--- config.mk ---
export PLATFORM = sky130hd
export DESIGN_NAME = key_code_fifo
export DESIGN_NICKNAME = d
export VERILOG_FILES = /design/src/rtl/key_code_fifo.sv
export SDC_FILE = /design/constraint.sdc
export NUM_CORES = 1
export LEC_CHECK = 0
export BUFFER_PORTS_ARGS = -buffer_cell sky130_fd_sc_hd__buf_2
export CAP_MARGIN = 15
export CORE_MARGIN = 1
export CORE_UTILIZATION = 50
export DETAILED_ROUTE_END_ITERATION = 7
export PLACE_DENSITY = 0.78
export SYNTH_ARGS = -nofsm -noshare
export SYNTH_HDL_FRONTEND = slang
export SYNTH_SLANG_ARGS = --single-unit
export TNS_END_PERCENT = 1
--- constraint.sdc ---
create_clock -name clk -period 5.1 [get_ports clk]
set_clock_uncertainty 0.2 [all_clocks]
set_input_delay 0 -clock clk [delete_from_list [all_inputs] [get_ports clk]]
set_output_delay 0 -clock clk [all_outputs]
set_load 0.03 [all_outputs]
--- src/rtl/key_code_fifo.sv ---
// key_code_fifo
//   Decodes PS/2 scan codes into 5-bit key codes and queues them in a
//   first-word-fall-through FIFO for a downstream consumer.
//
//   Pipeline: stage 1 registers the decoded code plus a one-cycle valid bit;
//   stage 2 writes that code into the FIFO storage.
//
// Ports
//   clk        system clock, rising edge
//   rst        synchronous active-high reset
//   dato[7:0]  scan code from the PS/2 receiver (break codes already removed)
//   tick       one-cycle strobe qualifying dato/correct
//   correct    frame integrity flag, sampled with tick
//   rd_en      consumer pop request (ignored while empty)
//   clr_flags  clears overflow and err_cnt
//   key[4:0]   key code at FIFO head, 0 when empty
//   empty      FIFO holds no entries
//   full       FIFO holds DEPTH entries
//   count[4:0] number of entries held
//   overflow   sticky: a valid key was dropped because the FIFO was full
//   err_cnt    saturating count of rejected ticks
module key_code_fifo #(
    parameter int DEPTH = 8
) (
    input  logic       clk,
    input  logic       rst,
    input  logic [7:0] dato,
    input  logic       tick,
    input  logic       correct,
    input  logic       rd_en,
    input  logic       clr_flags,
    output logic [4:0] key,
    output logic       empty,
    output logic       full,
    output logic [4:0] count,
    output logic       overflow,
    output logic [3:0] err_cnt
);

    localparam int         AW        = $clog2(DEPTH);
    localparam logic [4:0] DEPTH_CNT = 5'(DEPTH);

    // Returns {hit, code}; hit=0 for scan codes outside the key map.
    function automatic logic [5:0] decode_scan(input logic [7:0] scan);
        case (scan)
            8'h45: return {1'b1, 5'd0};
            8'h16: return {1'b1, 5'd1};
            8'h1E: return {1'b1, 5'd2};
            8'h26: return {1'b1, 5'd3};
            8'h25: return {1'b1, 5'd4};
            8'h2E: return {1'b1, 5'd5};
            8'h36: return {1'b1, 5'd6};
            8'h3D: return {1'b1, 5'd7};
            8'h3E: return {1'b1, 5'd8};
            8'h46: return {1'b1, 5'd9};
            8'h1C: return {1'b1, 5'd10};
            8'h32: return {1'b1, 5'd11};
            8'h21: return {1'b1, 5'd12};
            8'h23: return {1'b1, 5'd13};
            8'h24: return {1'b1, 5'd14};
            8'h2B: return {1'b1, 5'd15};
            8'h5A: return {1'b1, 5'd16};
            8'h66: return {1'b1, 5'd17};
            8'h76: return {1'b1, 5'd18};
            default: return 6'd0;
        endcase
    endfunction

    // Saturating increment; the error counter must stick at 15.
    function automatic logic [3:0] sat_inc4(input logic [3:0] v);
        return (v == 4'hF) ? v : v + 4'd1;
    endfunction

    logic [5:0]    dec;
    logic          accept;
    logic [4:0]    code_p0;
    logic          vld_p0;
    logic [4:0]    mem [DEPTH];
    logic [AW-1:0] wr_ptr;
    logic [AW-1:0] rd_ptr;
    logic          pop;
    logic          push_ok;
    logic          drop;

    assign dec    = decode_scan(dato);
    assign accept = tick && correct && dec[5];

    // ---- stage 1 (_p0): registered decode --------------------------------
    always_ff @(posedge clk) begin
        if (rst) begin
            vld_p0 <= 1'b0;
        end else begin
            vld_p0 <= accept;
        end
    end

    always_ff @(posedge clk) begin
        if (accept) begin
            code_p0 <= dec[4:0];
        end
    end

    always_ff @(posedge clk) begin
        if (rst || clr_flags) begin
            err_cnt <= 4'd0;
        end else if (tick && !accept) begin
            err_cnt <= sat_inc4(err_cnt);
        end
    end

    // ---- stage 2: FIFO write / read ----------------------------------------
    // A pop frees the slot this same edge, so a push while full still lands.
    assign pop     = rd_en && !empty;
    assign push_ok = vld_p0 && (!full || pop);
    assign drop    = vld_p0 && full && !pop;

    always_ff @(posedge clk) begin
        if (!rst && push_ok) begin
            mem[wr_ptr] <= code_p0;
        end
    end

    always_ff @(posedge clk) begin
        if (rst) begin
            wr_ptr <= '0;
            rd_ptr <= '0;
            count  <= 5'd0;
        end else begin
            if (push_ok) begin
                wr_ptr <= wr_ptr + AW'(1);
            end
            if (pop) begin
                rd_ptr <= rd_ptr + AW'(1);
            end
            case ({push_ok, pop})
                2'b10:   count <= count + 5'd1;
                2'b01:   count <= count - 5'd1;
                default: count <= count;
            endcase
        end
    end

    always_ff @(posedge clk) begin
        if (rst || clr_flags) begin
            overflow <= 1'b0;
        end else if (drop) begin
            overflow <= 1'b1;
        end
    end

    assign empty = (count == 5'd0);
    assign full  = (count == DEPTH_CNT);
    assign key   = empty ? 5'd0 : mem[rd_ptr];

endmodule

==> flow_summary.yaml <==
timing:
  tns_ps: 0
  finalCritPeriodShare: 0.650
  slew_viol_final: 0
  finalHoldViolCount: 0
  setup_violations: 0
  worst_slew_pin_slew_ps: 813
  fmax_mhz: 302
  layout_setup_ws_ps: 1790
  period_needed_ps: 3310
  rsz0062_at_grt: "false"
  relSlewSlack: 0.454
worst_setup_path:
  start_kind: "flop"
  critPathKind: "reg -> reg"
  slowest_stage: "or4_1"
  critPathMaxStageDelay_ps: 660
  arrival_ps: 3370
  rr_worst_depth: 10
  crit_path_cell_trace: "or4_1 > o21ai_2 > or2_2 > inv_1 > ha_1 > nor2b_1 > o21a_1 > or4_1 > and3b_1 > nor3_1"
  worstPathRequired_ps: 5160
  ff2ff_setup_slack_ps: 1790
  reg2reg_to: "count[4]"
  crit_fanout: 7
  worstReg2RegStart: "count[0]"
  cp_common_cell: "or4_1"
  end_kind: "flop"
min_path:
  whs_endpoint: "code_p0[3]"
  holdPathStages: 3
  hp-start: "dato[2]"
  hp-class: "in -> reg"
synthesis:
  ys_seq_area_frac: 0.528
  synth_seq_cells: 65
  async_reset_ff_frac: 0
  synth-edff-count: 45
  syn_area_per_cell_um2: 12.0
  synth.distinct_cells: 66
  synth_ff_type: "edfxtp_1"
  syn_inst: 276
  syn_nets: 297
  yosysWarnings: 0
  synth_area_mm2: 0.00332
cells_and_area:
  layout_commonest_cell: "edfxtp_1"
  final_util: 0.596
  final_cells: 394
  fillerInstances: 527
  antennaDiodeCount: 0
  layout_common_cells: "edfxtp_1 (45), nor2_1 (30), buf_2 (30), dfxtp_1 (20)"
  drive_gt1_frac: 0.211
  final_nets: 333
  syn2layout_area_growth_pct: 14.6
clock_network:
  htree_levels: 3
  post_cts_resize_count: 0
  cts_setup_buffers: 0
  clk_latency_ps: 330
  cts_sinks: 65
  cts_tree: "done"
  cts_inserted_buffers: 9
  clkTransAtPathRegs_ps: 60
  cts_root_buffer: "clkbuf_8"
  cts_buffer_depth: 2
die:
  io_pins: 31
  die-area_mm2: 0.00697
  initial_core_util: 0.520
  die_x_um: 83.5
  die_h_um: 83.5
  rows: 29
  fp.coreArea_mm2: 0.00639
drt:
  drt_pass1_iterations: 4
  via_per_inst: 5.85
  drt_iter0_drc: 142
  vias: 2306
  wire_per_inst_um: 16.7
  ant_nets: 0
  routed_wl_um: 6590
  drcViolationCount: 0
power_and_ir_drop:
  intPower_mw: 1.04
  power_density_mw_per_mm2: 424
  comb_power_share: 0.339
  ir_worst_vdd_mv: 0.497
  p_total_mw: 1.61
  clockPowerShare: 0.261
  p_leak_nw: 1.33
  switching_share: 0.357
  seqPwrFrac: 0.400
  switchingPower_mw: 0.576
global_route:
  grt_overflow_total: 0
  antenna_found_initial: 0
  track_usage: 0.202
  grt_pass1_vias: 2277
  grt_start_max_net_pins: 22
  grt_pass1_wl_um: 10800
placement:
  gp_congestion: 0.888
  dp_hpwl_um: 4440
  dpl.cell_count: 365
  pre_cts_slack_ps: 1790
  portBuffers: 30
status:
  status: "finished, final reports clean"
flow_run:
  drv_cap: 0
per-stage QoR:
stage               cell area, um2  hold slack [ps]
floorplan                     3320            -38.7
global placement              3480              121
detailed placement            3480              127
CTS                           3800             25.0
global route                  3800             77.1
finish                        3800             54.8
layer usage:
metal,routed length [um],track usage,up-vias
li1,-,-,1131
met2,3450,0.337,58
met3,229,0.0465,6
met4,69,0.0909,0
met5,0,0,-
met1,2840,0.250,1111
layout make-up:
type | instances | area, um2 | area share
inverter | 6 | 22.5 | 0.00592
tap | 77 | 96.3 | 0.0253
multi-input combinational | 187 | 1460 | 0.383
sequential | 65 | 1750 | 0.460
clock buffer | 10 | 138 | 0.0362
clock inverter | 6 | 57.6 | 0.0151
timing repair buffer | 43 | 280 | 0.0737
kinds of logic (layout without fill, tap and decap cells):
kind of cell	after synthesis	after routing	share of synthesized area
muxes	22	22	0.105
AOI/OAI and AO/OA	45	45	0.104
DFF	65	65	0.528
adders and majority gates	7	7	0.0286
buffers and inverters	24	65	0.0332
xor gates and xnor gates	13	13	0.0343
and+or+nand+nor	100	100	0.167
worst max-delay path: cells and delay by family, from the launching register on:
kind                     cells  cell delay, ps
AO/OA/AOI/OAI                2             520
buffers and inverters        1              70
adder cells (fa/ha/maj)      1             320
flip-flops                   1             340
AND/OR/NAND/NOR              6            1780
cells in the mapped netlist (all sizes together), types with 2 or more instances:
cell / number / area [um2]
o2111ai: 4 / 35.0
nand3: 6 / 30.0
a21oi: 5 / 25.0
a211oi: 2 / 15.0
buf: 10 / 57.6
mux4: 10 / 225
or3: 2 / 12.5
mux2: 2 / 22.5
nor2: 30 / 113
and3: 2 / 12.5
edfxtp: 45 / 1350
nor4: 5 / 31.3
ha: 6 / 75.1
or3b: 2 / 17.5
nor3b: 4 / 30.0
inv: 6 / 22.5
xnor2: 8 / 70.1
o211ai: 5 / 42.5
or2: 4 / 25.0
o31ai: 2 / 20.0
o32a: 2 / 20.0
a31oi: 2 / 12.5
o32ai: 2 / 17.5
o21a: 2 / 15.0
and3b: 2 / 17.5
nand2: 13 / 48.8
or4: 3 / 22.5
dfxtp: 20 / 400
and4b: 2 / 20.0
mux2i: 10 / 100
or4b: 2 / 20.0
nor3: 6 / 30.0
nor4b: 2 / 17.5
nand2b: 6 / 37.5
o21ai: 6 / 33.8
clkbuf: 8 / 30.0
nor2b: 3 / 18.8
xor2: 5 / 43.8
worst max path at each step:
stage / start / endpoint / slack [ps] / cells after the start
2_1_floorplan: count[0] / count[4] / 1920 / 11
3_3_place_gp: count[0] / count[4] / 1920 / 10
3_5_place_dp: count[0] / count[4] / 1790 / 10
4_1_cts: count[0] / count[4] / 1790 / 10
5_1_grt: count[0] / count[4] / 1570 / 10
6_report: count[0] / count[4] / 1790 / 10
sequential cells by signal, indices dropped and copies added (netlist names), named ones only:
name	flops
mem	40
overflow	1
count	5
err_cnt	4
code_p0	5
vld_p0	1
wr_ptr	3
rd_ptr	3
repair_timing:
| item | in CTS | in global routing |
|---|---|---|
| endpoints found under the setup margin | 0 | 0 |
| hold buffers | 13 | 0 |
| endpoints found under the hold margin | 24 | 0 |
power by group through the flow:
stage	combinational [mW]	clock (mW)	sequential [mW]
4_1_cts	0.551	0.433	0.647
3_3_place_gp	0.529	0	0.654
6_report	0.548	0.422	0.646
2_1_floorplan	0.409	0	0.666
5_1_grt	0.592	0.459	0.655
3_5_place_dp	0.545	0	0.658
Note: power is estimated with default switching activity, not from simulation.
